### config.mk
export PLATFORM = sky130hd
export DESIGN_NAME = data_gen
export DESIGN_NICKNAME = d
export VERILOG_FILES = /design/src/rtl/prbs_pkg.sv /design/src/rtl/prbs_lfsr.sv /design/src/rtl/data_gen.sv
export SDC_FILE = /design/constraint.sdc
export NUM_CORES = 1
export LEC_CHECK = 0
export ABC_AREA = 1
export BUFFER_PORTS_ARGS = -buffer_cell sky130_fd_sc_hd__buf_2
export CAP_MARGIN = 20
export CELL_PAD_IN_SITES_DETAIL_PLACEMENT = 2
export CELL_PAD_IN_SITES_GLOBAL_PLACEMENT = 2
export CORE_UTILIZATION = 38
export CTS_BUF_LIST = sky130_fd_sc_hd__clkbuf_4
export DETAILED_ROUTE_END_ITERATION = 10
export PLACE_DENSITY = 0.87
export REMOVE_ABC_BUFFERS = 1
export SETUP_SLACK_MARGIN = 0.5
export SLEW_MARGIN = 10
export SYNTH_ARGS = -nofsm -noshare
export SYNTH_HDL_FRONTEND = slang
export SYNTH_SLANG_ARGS = --single-unit
### constraint.sdc
create_clock -name clk -period 1.4 [get_ports clk]
set_clock_uncertainty 0.05 [all_clocks]
set_input_delay 0.28 -clock clk [delete_from_list [all_inputs] [get_ports clk]]
set_output_delay 0.28 -clock clk [all_outputs]
set_load 0.01 [all_outputs]
### src/rtl/prbs_pkg.sv
// Shared PRBS definitions: supported LFSR orders, seed, and the unrolled 10-bit advance.
// The step function works on a MAX_N-wide state; callers use only the low N bits.
package prbs_pkg;

  localparam int DATA_W = 10;
  localparam int MAX_N  = 31;
  localparam int STEP_W = MAX_N + DATA_W;

  localparam logic [MAX_N-1:0] PRBS_SEED = '1;

  // Lower polynomial exponent for each supported order; 0 marks an unsupported order.
  function automatic int prbs_tap(input int n);
    case (n)
      7:       return 6;
      9:       return 5;
      15:      return 14;
      20:      return 3;
      23:      return 18;
      31:      return 28;
      default: return 0;
    endcase
  endfunction

  // Returns {next_state, word}; the first generated bit lands in word[DATA_W-1].
  function automatic logic [STEP_W-1:0] prbs_step10(input logic [MAX_N-1:0] state,
                                                    input int n);
    logic [MAX_N-1:0]  s;
    logic [DATA_W-1:0] w;
    logic              fb;
    logic [4:0]        msb;
    logic [4:0]        tp;
    msb = 5'(n - 1);
    tp  = 5'(prbs_tap(n) - 1);
    s   = state;
    w   = '0;
    fb  = 1'b0;
    for (int i = 0; i < DATA_W; i++) begin
      w  = {w[DATA_W-2:0], s[msb]};
      fb = s[msb] ^ s[tp];
      s  = {s[MAX_N-2:0], fb};
    end
    return {s, w};
  endfunction

endpackage

### src/rtl/prbs_lfsr.sv
// Fibonacci LFSR advancing ten bit-steps per enabled cycle, with frame reseed and
// an all-zero lock-up guard.
module prbs_lfsr
  import prbs_pkg::*;
#(
  parameter int PRBS_LENGTH = 20
) (
  input  logic              i_clk,
  input  logic              i_rst_n,
  input  logic              i_advance,
  input  logic              i_reseed,
  output logic [DATA_W-1:0] o_word
);

  if (prbs_tap(PRBS_LENGTH) == 0) begin : g_bad_order
    $error("prbs_lfsr: unsupported PRBS_LENGTH");
  end

  localparam logic [PRBS_LENGTH-1:0] SEED = PRBS_SEED[PRBS_LENGTH-1:0];

  logic [PRBS_LENGTH-1:0] r_state;
  logic [PRBS_LENGTH-1:0] w_cur;
  logic [PRBS_LENGTH-1:0] w_next;
  logic [STEP_W-1:0]      w_step;

  // A zero state is treated as the seed, so the word produced on the recovery edge
  // is already frame word 0 rather than a stuck zero.
  assign w_cur  = (r_state == '0) ? SEED : r_state;
  assign w_step = prbs_step10(MAX_N'(w_cur), PRBS_LENGTH);
  assign w_next = w_step[DATA_W +: PRBS_LENGTH];
  assign o_word = w_step[DATA_W-1:0];

  if (PRBS_LENGTH < MAX_N) begin : g_hi
    logic [MAX_N-PRBS_LENGTH-1:0] w_unused_hi;
    assign w_unused_hi = w_step[STEP_W-1:DATA_W+PRBS_LENGTH];
  end

  always_ff @(posedge i_clk or negedge i_rst_n) begin
    if (!i_rst_n) begin
      r_state <= SEED;
    end else if (i_advance) begin
      r_state <= i_reseed ? SEED : w_next;
    end else if (r_state == '0) begin
      r_state <= SEED;
    end
  end

endmodule

### src/rtl/data_gen.sv
// Framed PRBS data source: one 10-bit word per enabled clock, PRBS restarted each frame,
// output forced to zero while idle.
module data_gen
  import prbs_pkg::*;
#(
  parameter int PRBS_LENGTH = 20,
  parameter int FRAME_WORDS = 1024,
  parameter int DATA_WIDTH  = 10
) (
  input  logic                  clk,
  input  logic                  rst,
  input  logic                  send_enable,
  output logic [DATA_WIDTH-1:0] data_out
);

  if (FRAME_WORDS < 2) begin : g_bad_frame
    $error("data_gen: FRAME_WORDS must be at least 2");
  end
  if (DATA_WIDTH != DATA_W) begin : g_bad_width
    $error("data_gen: DATA_WIDTH must be 10");
  end

  localparam int              CNT_W     = $clog2(FRAME_WORDS);
  localparam logic [CNT_W-1:0] LAST_WORD = CNT_W'(FRAME_WORDS - 1);

  logic [1:0]            r_rst_sync;
  logic                  w_rst_n;
  logic [CNT_W-1:0]      r_word_cnt;
  logic [DATA_WIDTH-1:0] r_data_out;
  logic                  w_frame_end;
  logic [DATA_W-1:0]     w_word;

  // Assertion is immediate; release reaches the datapath two edges later.
  always_ff @(posedge clk or negedge rst) begin
    if (!rst) begin
      r_rst_sync <= 2'b00;
    end else begin
      r_rst_sync <= {r_rst_sync[0], 1'b1};
    end
  end
  assign w_rst_n = r_rst_sync[1];

  assign w_frame_end = (r_word_cnt == LAST_WORD);

  prbs_lfsr #(
    .PRBS_LENGTH(PRBS_LENGTH)
  ) u_lfsr (
    .i_clk    (clk),
    .i_rst_n  (w_rst_n),
    .i_advance(send_enable),
    .i_reseed (w_frame_end),
    .o_word   (w_word)
  );

  always_ff @(posedge clk or negedge w_rst_n) begin
    if (!w_rst_n) begin
      r_word_cnt <= '0;
      r_data_out <= '0;
    end else if (send_enable) begin
      r_word_cnt <= w_frame_end ? '0 : r_word_cnt + CNT_W'(1);
      r_data_out <= w_word;
    end else begin
      r_data_out <= '0;
    end
  end

  assign data_out = r_data_out;

endmodule

==> metrics.txt, run 1 <==
status=aborted with a tool error; stage at which the flow ended=clock tree synthesis (4_1_cts); First Err=[ERROR DPL-0033] detailed placement checks failed during check placement.; number of buffers inserted by hold repair at cts=1; instance count of the mapped netlist=238; IO Count=13; std cell rows=26; number of buffers on the longest clock path=2; Placement Setup Slack=-0.516 ns; Die W=75.2 um; netlist area before placement=2030 um2; warning count from the yosys run=0; clk sink count=42; mux share of post-synthesis cell area=0%; area share of xor/xnor cells in the synthesized design=2.15%; number of instances resized during post-cts repair=133; total of buffers placed on input and output ports=12; root cell of the clock tree=sky130_fd_sc_hd__clkbuf_4; post-CTS setup repair buffer count=23; Die Span Y=75.2 um; Num CTS Buffers=5; synthesized-area fraction occupied by and/or/nand/nor cells=23.7%; effective utilization at floorplan=39.6%; distinct cell type count of the synthesized netlist=32; complex-gate fraction of the synthesized area=8.67%; HPWL after DPL=5230 um; routability congestion estimate from global placement=0.786; share of the yosys chip area belonging to registers=52.9%; Synth Area in Adders=0.615%; Synth Area per Inst=8.55 um2; Clock H-tree levels=2; main combinational cell family by area after synthesis=simple AND/OR/NAND/NOR gates; count of state elements after synthesis=42
## per-stage QoR
step / cells / setup TNS (ns) / instance area (um2)
3_5_place_dp: 363 / -8.58 / 2540
2_1_floorplan: 230 / -4.39 / 1990
3_3_place_gp: 363 / -4.44 / 2540
## synth_stat cells (all sizes together)
| cell type | count | area (um2) |
|---|---|---|
| inv | 51 | 191 |
| a31oi | 1 | 6.26 |
| o22ai | 9 | 56.3 |
| ha | 1 | 12.5 |
| dfrtp | 22 | 551 |
| o21a | 1 | 7.51 |
| nand4 | 2 | 12.5 |
| nand3 | 22 | 130 |
| o21ai | 10 | 57.6 |
| a21oi | 8 | 40.0 |
| nor3 | 4 | 20.0 |
| clkbuf | 1 | 3.75 |
| buf | 7 | 45.0 |
| nor2 | 26 | 103 |
| nor3b | 3 | 22.5 |
| xor2 | 3 | 26.3 |
| xnor2 | 2 | 17.5 |
| a22o | 1 | 8.76 |
| and3 | 1 | 6.26 |
| nand2 | 42 | 188 |
| conb | 1 | 3.75 |
| dfstp | 20 | 526 |
## kinds of logic after synthesis
| logic type | Yosys count |
|---|---|
| and+or+nand+nor | 100 |
| buffers and inverters | 59 |
| DFF | 42 |
| AOI/OAI and AO/OA | 30 |
| xor gates and xnor gates | 5 |
| adders and majority gates | 1 |
| other | 1 |
==> run 2, diff against run 1 <==
--- a/config.mk
+++ b/config.mk
@@ -8,14 +8,10 @@
 export ABC_AREA = 1
 export BUFFER_PORTS_ARGS = -buffer_cell sky130_fd_sc_hd__buf_2
 export CAP_MARGIN = 20
-export CELL_PAD_IN_SITES_DETAIL_PLACEMENT = 2
-export CELL_PAD_IN_SITES_GLOBAL_PLACEMENT = 2
-export CORE_UTILIZATION = 38
-export CTS_BUF_LIST = sky130_fd_sc_hd__clkbuf_4
+export CORE_UTILIZATION = 25
 export DETAILED_ROUTE_END_ITERATION = 10
-export PLACE_DENSITY = 0.87
+export PLACE_DENSITY_LB_ADDON = 0.15
 export REMOVE_ABC_BUFFERS = 1
-export SETUP_SLACK_MARGIN = 0.5
 export SLEW_MARGIN = 10
 export SYNTH_ARGS = -nofsm -noshare
 export SYNTH_HDL_FRONTEND = slang
==> run 2 against run 1 <==
  * The flow now finishes, with violations (negative setup slack)
  * Synthesized cell count did not move
  * Synthesized area unchanged
==> metrics.txt, run 2 <==
status=finished, violations left; share of the yosys chip area belonging to registers=52.9% (unchanged); final cell utilization of the core=40.9%; die area=8500 um2; HPWL after DPL=3550 um (-32%); count of maximum capacitance violations=0; leading cell type by number of instances after synthesis=sky130_fd_sc_hd__inv_1; root cell of the clock tree=sky130_fd_sc_hd__clkbuf_8; routability congestion estimate from global placement=0.746 (-5.1%); core region area=7810 um2; Worst-path clk slew=0.09 ns; share of async-settable or async-resettable flops after synthesis=100% (unchanged); post-DR vias/cell=4.23; wire length of the first global-routing pass=8940 um; Synth Area per Inst=8.55 um2 (unchanged); IO Count=13 (unchanged); proportion of power drawn by flip-flops and latches=34.3%; global-route usage over all layers=13.8%; most flop-heavy register=u_lfsr.r_state; EDFF count, synth=0 (unchanged); type of the setup path with the least slack=reg -> reg; setup repair after global routing missed its margin=yes; Hold Fails Final Rpt=0; total congestion overflow after global routing=0; DR DRC count=0; Hold Crit Class=reg -> async; instance count of the mapped netlist=238 (unchanged); total of buffers placed on input and output ports=12 (unchanged); most common library cell in the layout ignoring fill and taps=sky130_fd_sc_hd__buf_4; min Tclk post-route=1.69 ns; power share of the clock group=13.0%; count of state elements after synthesis=42 (unchanged); effective utilization at floorplan=26.1% (-14 points); number of buffers on the longest clock path=2 (unchanged); vias in the first global route=1839; area leader, netlist=sky130_fd_sc_hd__dfrtp_1; number of antenna violations at the first check in global routing=0; number of flip-flops under the largest register name=20; PnR worst setup slack=-0.294 ns; Die W=92.2 um (+23%); number of vias after detailed routing=1777; length of the first detailed-routing pass in iterations=4; Net Switching=0.00223 W; fraction of layout instances using a drive strength above 1=57.2%; Final period util=121%; Area growth syn-to-layout=56.8%; number of antenna-violating nets in the routed design=0; Max VDD drop=0.709 mV; setup slack of the most critical reg-to-reg path=-0.29 ns; part of the total power dissipated in combinational logic=52.6%; Die Span Y=92.2 um (+23%); Antenna diodes=0; Max Fanout on Critical Path=5; std cell rows=32 (+23%); number of placed instances, taps included=396 (+9.1%); biggest area contributors in the synthesized netlist=sky130_fd_sc_hd__dfrtp_1, sky130_fd_sc_hd__dfstp_2, sky130_fd_sc_hd__inv_1; Clock H-tree levels=2 (unchanged); internal power component=0.00366 W; proportion of total power due to net switching=37.9%; filler cell count=816; pin count of the biggest net entering global routing=17; NumNets Final=321; most common library cells after synthesis=sky130_fd_sc_hd__inv_1, sky130_fd_sc_hd__nand2_1, sky130_fd_sc_hd__nor2_1; WP data required=1.59 ns; maximum operating frequency=0.590 GHz; P per Cell Area=1850 nW/um2; distinct cell type count of the synthesized netlist=32 (unchanged); Routed wire per std cell=12.5 um; insertion delay to the later sink of the worst-skew pair=0.30 ns; clk sink count=42 (unchanged); CP Launch Type=flop; CTS tree=done; final wirelength=5240 um; netlist area before placement=2030 um2 (unchanged); Layout Cells excl Fill=420; Num CTS Buffers=5 (unchanged); pins over their slew limit=0; leakage dissipation=1.56 nW; DRC violation total after the first TritonRoute iteration=32; data arrival at the endpoint of the critical path=1.89 ns; Crit. End Element=flop; violations in the final reports=negative setup slack; Final setup viols=31; top cell type's share of synthesized area=27.1% (unchanged); warning count from the yosys run=0 (unchanged); commonest cells after routing, fill and taps aside=sky130_fd_sc_hd__buf_4, sky130_fd_sc_hd__inv_1, sky130_fd_sc_hd__nand2_1, sky130_fd_sc_hd__dfrtp_1, sky130_fd_sc_hd__dfstp_2; Synth Flop Type=sky130_fd_sc_hd__dfrtp_1
==> run 2: path summary, 6_finish.rpt <==
path | startpoint | end | cells after the start
max reg2reg | u_lfsr.r_state[1] | u_lfsr.r_state[0] | 13
max in group asynchronous | r_rst_sync[1] | u_lfsr.r_state[14] | 1
min in group clk | send_enable | r_word_cnt[0] | 3
min | r_rst_sync[1] | r_word_cnt[8] | 0
max | u_lfsr.r_state[1] | u_lfsr.r_state[0] | 13
min reg2reg | r_rst_sync[1] | r_word_cnt[8] | 0
==> run 2: final cells by class <==
type / instances / area [um2] / area share, %
timing repair inverter: 1 / 7.51 / 0.235
sequential: 42 / 1080 / 33.8
clock buffer: 8 / 80.1 / 2.51
timing repair buffer: 79 / 643 / 20.2
tap: 102 / 128 / 4.00
inverter: 51 / 204 / 6.39
multi-input combinational: 137 / 1050 / 32.9
==> run 2: cells by family after synthesis <==
kind of cell	after synthesis	synth area share, %
and+or+nand+nor	100	23.7
buffers and inverters	59	11.8
DFF	42	52.9
AOI/OAI and AO/OA	30	8.67
xor gates and xnor gates	5	2.15
adders and majority gates	1	0.615
other	1	0.184
==> run 2: what timing repair did <==
| action | CTS | global route |
|---|---|---|
| setup endpoints to repair | 30 | 35 |
| resized for setup | 61 | 46 |
| setup buffers | 4 | 10 |
| hold endpoints to repair | 2 | 0 |
| hold buffers | 1 | 0 |
| gates cloned | 3 | 0 |
| pin swaps | 27 | 21 |
==> run 2: stage by stage <==
| stage | worst slack (ns) | setup TNS [ns] | cell area [um2] | hold slack [ns] | power, W |
|---|---|---|---|---|---|
| 4_1_cts | -0.262 | -4.14 | 2980 | 0.161 | 0.00547 |
| 2_1_floorplan | -0.475 | -4.39 | 1990 | -0.0656 | 0.00331 |
| 3_5_place_dp | -0.319 | -4.42 | 2590 | 0.0159 | 0.00430 |
| 6_report | -0.294 | -4.48 | 3190 | 0.135 | 0.00590 |
| 3_3_place_gp | -0.300 | -4.39 | 2590 | 0.0152 | 0.00430 |
| 5_1_grt | -0.403 | -7.13 | 3190 | 0.171 | 0.00637 |
==> run 2: metal layers <==
| layer | GRT usage (%) | wire (um) | vias to the layer above |
|---|---|---|---|
| met2 | 23.6 | 2640 | 14 |
| met1 | 17.3 | 2410 | 859 |
| met4 | 5.08 | 86 | 0 |
| li1 | - | - | 897 |
| met3 | 2.40 | 102 | 7 |
| met5 | 0 | 0 | - |
==> run 2: critical path, cell delays in order, from the launching register on <==
cell,delay [ns]
sky130_fd_sc_hd__dfstp_2,0.55
sky130_fd_sc_hd__nor2_1,0.05
sky130_fd_sc_hd__nand2_1,0.07
sky130_fd_sc_hd__nor2_2,0.05
sky130_fd_sc_hd__nand3_4,0.12
sky130_fd_sc_hd__buf_12,0.16
sky130_fd_sc_hd__nand3_4,0.11
sky130_fd_sc_hd__nand2_4,0.11
sky130_fd_sc_hd__nand2_2,0.06
sky130_fd_sc_hd__nand3_1,0.06
sky130_fd_sc_hd__nand3_1,0.07
sky130_fd_sc_hd__nand3_1,0.08
sky130_fd_sc_hd__nand2_1,0.05
sky130_fd_sc_hd__inv_1,0.05
==> run 2: power groups by stage <==
| stage | Combinational (W) | Clock, W | Sequential [W] |
|---|---|---|---|
| after global routing | 0.00344 | 0.000847 | 0.00208 |
| after CTS | 0.00264 | 0.000802 | 0.00202 |
| after detailed placement | 0.00228 | 0 | 0.00202 |
| after floorplan | 0.00124 | 0 | 0.00206 |
| final | 0.00310 | 0.000769 | 0.00203 |
| after global placement | 0.00228 | 0 | 0.00202 |
No activity file was read; power rests on OpenSTA's default activity.
==> run 3, diff against run 2 <==
--- a/config.mk
+++ b/config.mk
@@ -11,7 +11,6 @@
 export CORE_UTILIZATION = 25
 export DETAILED_ROUTE_END_ITERATION = 10
 export PLACE_DENSITY_LB_ADDON = 0.15
-export REMOVE_ABC_BUFFERS = 1
 export SLEW_MARGIN = 10
 export SYNTH_ARGS = -nofsm -noshare
 export SYNTH_HDL_FRONTEND = slang
==> run 3 against run 2 <==
  * The flow still finishes with violations (negative setup slack)
  * Die area is the same
  * Count of clock-buffer cells in the layout down 3
  * Critical path depth decreased by 6
  * First-iteration DRC count grew to 2.9 times the previous value
  * Non-clock buffer count did not move
  * Utilization down 0.66 points
  * Register-to-register slack about the same
  * Total power increased by 3.2%
  * Final area decreased by 1.6%
  * Wire length fell by 4.5%
  * Clock power is 52% higher
  * Critical endpoint is now r_word_cnt[1]
  * Largest cell class unchanged
==> metrics.txt, run 3 (synthesized netlist as in run 2, its figures left out) <==
final wirelength=5010 um (-4.5%); Max VDD drop=0.544 mV (-23%); setup slack of the most critical reg-to-reg path=-0.29 ns (about the same); WP data required=1.54 ns (-0.05 ns); Worst Reg-to-Reg Cells=7 (-6); total of buffers placed on input and output ports=12 (unchanged); status=finished, violations left; length of the first detailed-routing pass in iterations=6 (+2); HPWL after DPL=3320 um (-6.5%); number of buffers on the longest clock path=2 (unchanged); NumNets Final=320 (-0.31%); clk sink count=42 (unchanged); std cell rows=32 (unchanged); root cell of the clock tree=sky130_fd_sc_hd__clkbuf_8; post-DR vias/cell=4.11 (-2.8%); number of vias after detailed routing=1724 (-3.0%); filler cell count=787 (-3.6%); startpoint of the worst register-to-register path=r_word_cnt[0]; Final setup viols=31 (unchanged); die area=8500 um2 (unchanged); IO Count=13 (unchanged); Placement Setup Slack=-0.347 ns (-0.0272 ns); global-route usage over all layers=12.9% (-0.86 points); Worst-path clk slew=0.08 ns (about the same); count of maximum capacitance violations=0 (unchanged); vias in the first global route=1743 (-5.2%); synthesized net count=242; insertion delay to the later sink of the worst-skew pair=0.30 ns (about the same); wire length of the first global-routing pass=8490 um (-5.0%); Final period util=121% (-0.37 points); Hold Fails Final Rpt=0 (unchanged); routability congestion estimate from global placement=0.757 (+1.5%); number of flip-flops under the largest register name=20 (unchanged); most flop-heavy register=u_lfsr.r_state; number of antenna violations at the first check in global routing=0 (unchanged); total congestion overflow after global routing=0 (unchanged); critical-path cell with the highest stage delay=sky130_fd_sc_hd__dfrtp_1; Max Fanout on Critical Path=6 (+1); CP Cell Sequence=ha_2 > nor3b_4 > nand4_1 > nand2_2 > clkinvlp_4 > buf_4 > a22o_1; P per Cell Area=1940 nW/um2 (+4.9%); Die W=92.2 um (unchanged); final worst hold slack=0.186 ns (+0.0507 ns); Die Span Y=92.2 um (unchanged); number of placed instances, taps included=396 (unchanged); PnR worst setup slack=-0.289 ns (+0.00517 ns); Routed wire per std cell=12.0 um (-4.3%); power after layout=0.00609 W (+3.2%); type of the setup path with the least slack=reg -> reg; setup repair after global routing missed its margin=yes; maximum operating frequency=0.592 GHz (+0.31%); pins over their slew limit=0 (unchanged); number of antenna-violating nets in the routed design=0 (unchanged); Antenna diodes=0 (unchanged); delay of the slowest cell on the worst path=0.37 ns (-0.18 ns); DRC violation total after the first TritonRoute iteration=93 (+190%); r2r endpoint=r_word_cnt[1]; Area growth syn-to-layout=54.3%; effective utilization at floorplan=26.1% (unchanged); core region area=7810 um2 (unchanged); Hold Crit Class=reg -> async; min Tclk post-route=1.69 ns (-0.00517 ns); data arrival at the endpoint of the critical path=1.83 ns (-0.06 ns); CP Launch Type=flop; pin count of the biggest net entering global routing=41 (+24); Clock H-tree levels=2 (unchanged); final cell utilization of the core=40.2% (-0.66 points); Layout Cells excl Fill=419 (-0.24%); DR DRC count=0 (unchanged); violations in the final reports=negative setup slack; CTS tree=done; leakage dissipation=1.56 nW (-0.29%); most common library cell in the layout ignoring fill and taps=sky130_fd_sc_hd__buf_4; Num CTS Buffers=5 (unchanged); commonest cells after routing, fill and taps aside=sky130_fd_sc_hd__buf_4, sky130_fd_sc_hd__inv_1, sky130_fd_sc_hd__nand2_1, sky130_fd_sc_hd__dfrtp_1, sky130_fd_sc_hd__dfstp_2; Crit. End Element=flop; fraction of layout instances using a drive strength above 1=54.6% (-2.7 points)
## run 3: worst max-delay path by stage
stage / cells after the start / from / endpoint
final: 7 / r_word_cnt[0] / r_word_cnt[1]
after global routing: 15 / u_lfsr.r_state[10] / u_lfsr.r_state[2]
after CTS: 11 / u_lfsr.r_state[14] / u_lfsr.r_state[1]
after detailed placement: 15 / u_lfsr.r_state[3] / u_lfsr.r_state[2]
after global placement: 15 / u_lfsr.r_state[9] / u_lfsr.r_state[2]
after floorplan: 13 / u_lfsr.r_state[17] / u_lfsr.r_state[0]
## run 3: area by class of cell
| type | instances | area, um2 | area share, % |
|---|---|---|---|
| timing repair buffer | 79 | 636 | 20.2 |
| inverter | 51 | 200 | 6.38 |
| clock inverter | 3 | 68.8 | 2.19 |
| clock buffer | 5 | 68.8 | 2.19 |
| tap | 102 | 128 | 4.07 |
| sequential | 42 | 1080 | 34.3 |
| multi-input combinational | 137 | 962 | 30.6 |
## run 3: report_power, final
part | internal (W) | leakage [nW] | switching (W)
Clock | 0.000715 | 0.0683 | 0.000454
Sequential | 0.00181 | 0.482 | 0.000217
Combinational | 0.00141 | 1.01 | 0.00149
Total | 0.00393 | 1.56 | 0.00216
## run 3: per-stage QoR
stage	setup TNS, ns	instance area [um2]
after floorplan	-0.722	2040
after global placement	-5.18	2580
after detailed placement	-5.10	2580
after CTS	-4.69	2920
after global routing	-9.04	3140
final	-5.56	3140
## run 3: critical path: cells and delay by family, from the launching register on
family / cells / cell delay (ns)
AND/OR/NAND/NOR: 3 / 0.46
adder cells (fa/ha/maj): 1 / 0.20
AO/OA/AOI/OAI: 1 / 0.17
flip-flops: 1 / 0.37
buffers and inverters: 2 / 0.34
## run 3: what timing repair did
| item | 4_1_cts | 5_1_grt |
|---|---|---|
| buffers inserted | 11 | 8 |
| hold buffers | 1 | 0 |
| pin swaps | 11 | 17 |
| endpoints found under the setup margin | 33 | 37 |
| endpoints found under the hold margin | 2 | 0 |
| gates resized for setup | 40 | 46 |
## run 3: layer usage
metal | vias up | global-route usage (%) | wire length, um
met4 | 0 | 4.69 | 90
met3 | 7 | 2.32 | 104
met1 | 800 | 17.8 | 2450
met2 | 29 | 20.1 | 2360
li1 | 888 | - | -
met5 | - | 0 | 0
==> run 4, diff against run 3 <==
--- a/config.mk
+++ b/config.mk
@@ -8,6 +8,7 @@
 export ABC_AREA = 1
 export BUFFER_PORTS_ARGS = -buffer_cell sky130_fd_sc_hd__buf_2
 export CAP_MARGIN = 20
+export CORE_ASPECT_RATIO = 1.2
 export CORE_UTILIZATION = 25
 export DETAILED_ROUTE_END_ITERATION = 10
 export PLACE_DENSITY_LB_ADDON = 0.15
==> run 4 against run 3 <==
  * The run ends with design-rule violations, negative setup slack left
  * Critical path depth rose by 6
  * Total power decreased by 6.7%
  * Register-to-register slack improved by 0.02 ns
  * Wire length decreased by 0.28%
  * First-iteration DRC count is 46% lower
  * Maximum frequency increased by 1.4%
  * Critical path type unchanged
  * Count of clock-buffer cells in the layout rose by 2
  * Utilization down 1.1 points
==> metrics.txt, run 4 (synthesized netlist as in run 2, its figures left out) <==
maximum operating frequency=0.600 GHz (+1.4%); GR met2 Demand/Resource=24.8% (+4.8 points); Max Fanout on Critical Path=5 (-1); Clock H-tree levels=2 (unchanged); cell family with the largest share of critical-path delay=simple AND/OR/NAND/NOR gates; std cell rows=35 (+9.4%); PnR worst setup slack=-0.266 ns (+0.0231 ns); length of the first detailed-routing pass in iterations=7 (+1); fraction of layout instances using a drive strength above 1=55.1% (+0.55 points); number of placed instances, taps included=385 (-2.8%); die area=8500 um2 (about the same); DR DRC count=4 (+4); number of vias after detailed routing=1735 (+0.64%); Placement Setup Slack=-0.325 ns (+0.0213 ns); Final period util=119% (-1.7 points); most flop-heavy register=u_lfsr.r_state; status=finished, violations left; CP Launch Type=flop; clk sink count=42 (unchanged); DRC violation total after the first TritonRoute iteration=50 (-46%); Die W=84.4 um (-8.5%); routability congestion estimate from global placement=0.727 (-3.9%); Max VDD drop=0.759 mV (+39%); power after layout=0.00568 W (-6.7%); Hold Crit Class=reg -> async; Routed wire per std cell=12.4 um (+3.4%); count of maximum capacitance violations=0 (unchanged); CP Cell Sequence=nor2_4 > nand2_2 > nor2_4 > nand3_4 > buf_6 > nand2_4 > inv_4 > nand3_1 > nand3_1 > nand3_1 > nand3_1 > nand2_1 > inv_1; startpoint of the worst register-to-register path=u_lfsr.r_state[15]; WP data required=1.60 ns (+0.06 ns); cell mode on critical path=sky130_fd_sc_hd__nand3_1; Worst-path clk slew=0.08 ns (about the same); HPWL after DPL=3300 um (-0.43%); final wirelength=5000 um (-0.28%); leakage dissipation=1.49 nW (-4.0%); Layout Cells excl Fill=404 (-3.6%); met1 demand-to-capacity share in global routing=14.6% (-3.2 points); first element of the critical path=u_lfsr.r_state[15]; wire length of the first global-routing pass=8510 um (+0.25%); pin count of the biggest net entering global routing=26 (-37%); number of antenna violations at the first check in global routing=0 (unchanged); insertion delay to the later sink of the worst-skew pair=0.30 ns (about the same); P per Cell Area=1860 nW/um2 (-4.0%); global-route usage over all layers=13.0% (+0.12 points); total of buffers placed on input and output ports=12 (unchanged); min Tclk post-route=1.67 ns (-0.0231 ns); Crit. End Element=flop; total congestion overflow after global routing=0 (unchanged); Hold Fails Final Rpt=0 (unchanged); met3 Use GR=2.46% (+0.14 points); most used routing layer=met2; core region area=7790 um2 (-0.16%); Num CTS Buffers=5 (unchanged); setup slack of the most critical reg-to-reg path=-0.27 ns (+0.02 ns); delay of the slowest cell on the worst path=0.56 ns (+0.19 ns); root cell of the clock tree=sky130_fd_sc_hd__clkbuf_8; Worst Reg-to-Reg Cells=13 (+6); effective utilization at floorplan=26.1% (+0.042 points); Area growth syn-to-layout=49.9%; type of the setup path with the least slack=reg -> reg; data arrival at the endpoint of the critical path=1.86 ns (+0.03 ns); Die Span Y=101 um (+9.3%); pins over their slew limit=0 (unchanged); post-DR vias/cell=4.29 (+4.4%); violations in the final reports=design-rule violations, negative setup slack; CTS tree=done; Final setup viols=27 (-13%); number of buffers on the longest clock path=2 (unchanged); number of antenna-violating nets in the routed design=0 (unchanged); r2r endpoint=u_lfsr.r_state[0]; commonest cells after routing, fill and taps aside=sky130_fd_sc_hd__buf_4, sky130_fd_sc_hd__inv_1, sky130_fd_sc_hd__nand2_1, sky130_fd_sc_hd__dfrtp_1, sky130_fd_sc_hd__dfstp_2; Antenna diodes=0 (unchanged); Cell Area, Placed=2560 um2 (-0.73%); final cell utilization of the core=39.1% (-1.1 points); post-layout instance area=3050 um2 (-2.8%); critical path buffer and inverter count=3 (+1); setup repair after global routing missed its margin=yes; critical-path cell with the highest stage delay=sky130_fd_sc_hd__dfstp_2; synthesized net count=242 (unchanged); most common library cell in the layout ignoring fill and taps=sky130_fd_sc_hd__buf_4; IO Count=13 (unchanged); vias in the first global route=1817 (+4.2%); NumNets Final=316 (-1.3%); number of flip-flops under the largest register name=20 (unchanged)
[run 4: cell type report]
type,count,area (um2)
Tap cell,92,115
Inverter,51,198
Timing Repair Buffer,74,591
Multi-Input combinational cell,137,986
Sequential cell,42,1080
Clock buffer,7,76.3
Timing Repair inverter,1,7.51
Fill cell,798,4740
[run 4: per-layer routing]
layer | wire length [um] | vias to the layer above
met2 | 2570 | 13
met3 | 99 | 6
li1 | - | 885
met5 | 0 | -
met1 | 2260 | 831
met4 | 66 | 0
[run 4: worst max-delay path by stage]
stage	end	slack [ns]	cells after the start
global placement	u_lfsr.r_state[2]	-0.32	15
detailed placement	u_lfsr.r_state[2]	-0.33	15
finish	u_lfsr.r_state[0]	-0.27	13
CTS	u_lfsr.r_state[2]	-0.26	13
floorplan	u_lfsr.r_state[0]	-0.12	13
global route	u_lfsr.r_state[0]	-0.38	13
[run 4: per-stage QoR]
step	hold slack (ns)	setup TNS [ns]
2_1_floorplan	-0.0656	-0.722
3_3_place_gp	0.0176	-4.34
3_5_place_dp	0.0162	-4.16
4_1_cts	0.179	-3.91
5_1_grt	0.200	-7.14
6_report	0.161	-3.89
[run 4: power breakdown]
group	switching (W)	internal (W)	total (W)	leakage, nW
sequential	0.000220	0.00181	0.00203	0.481
clock	0.000418	0.000344	0.000762	0.0383
combinational	0.00148	0.00141	0.00289	0.976
[run 4: what timing repair did]
| item | 4_1_cts | 5_1_grt |
|---|---|---|
| endpoints found under the setup margin | 29 | 37 |
| pin swaps | 7 | 19 |
| hold buffers | 1 | 0 |
| setup buffers | 5 | 7 |
| hold endpoints to repair | 2 | 0 |
| gates cloned | 2 | 0 |
| gates resized for setup | 43 | 47 |
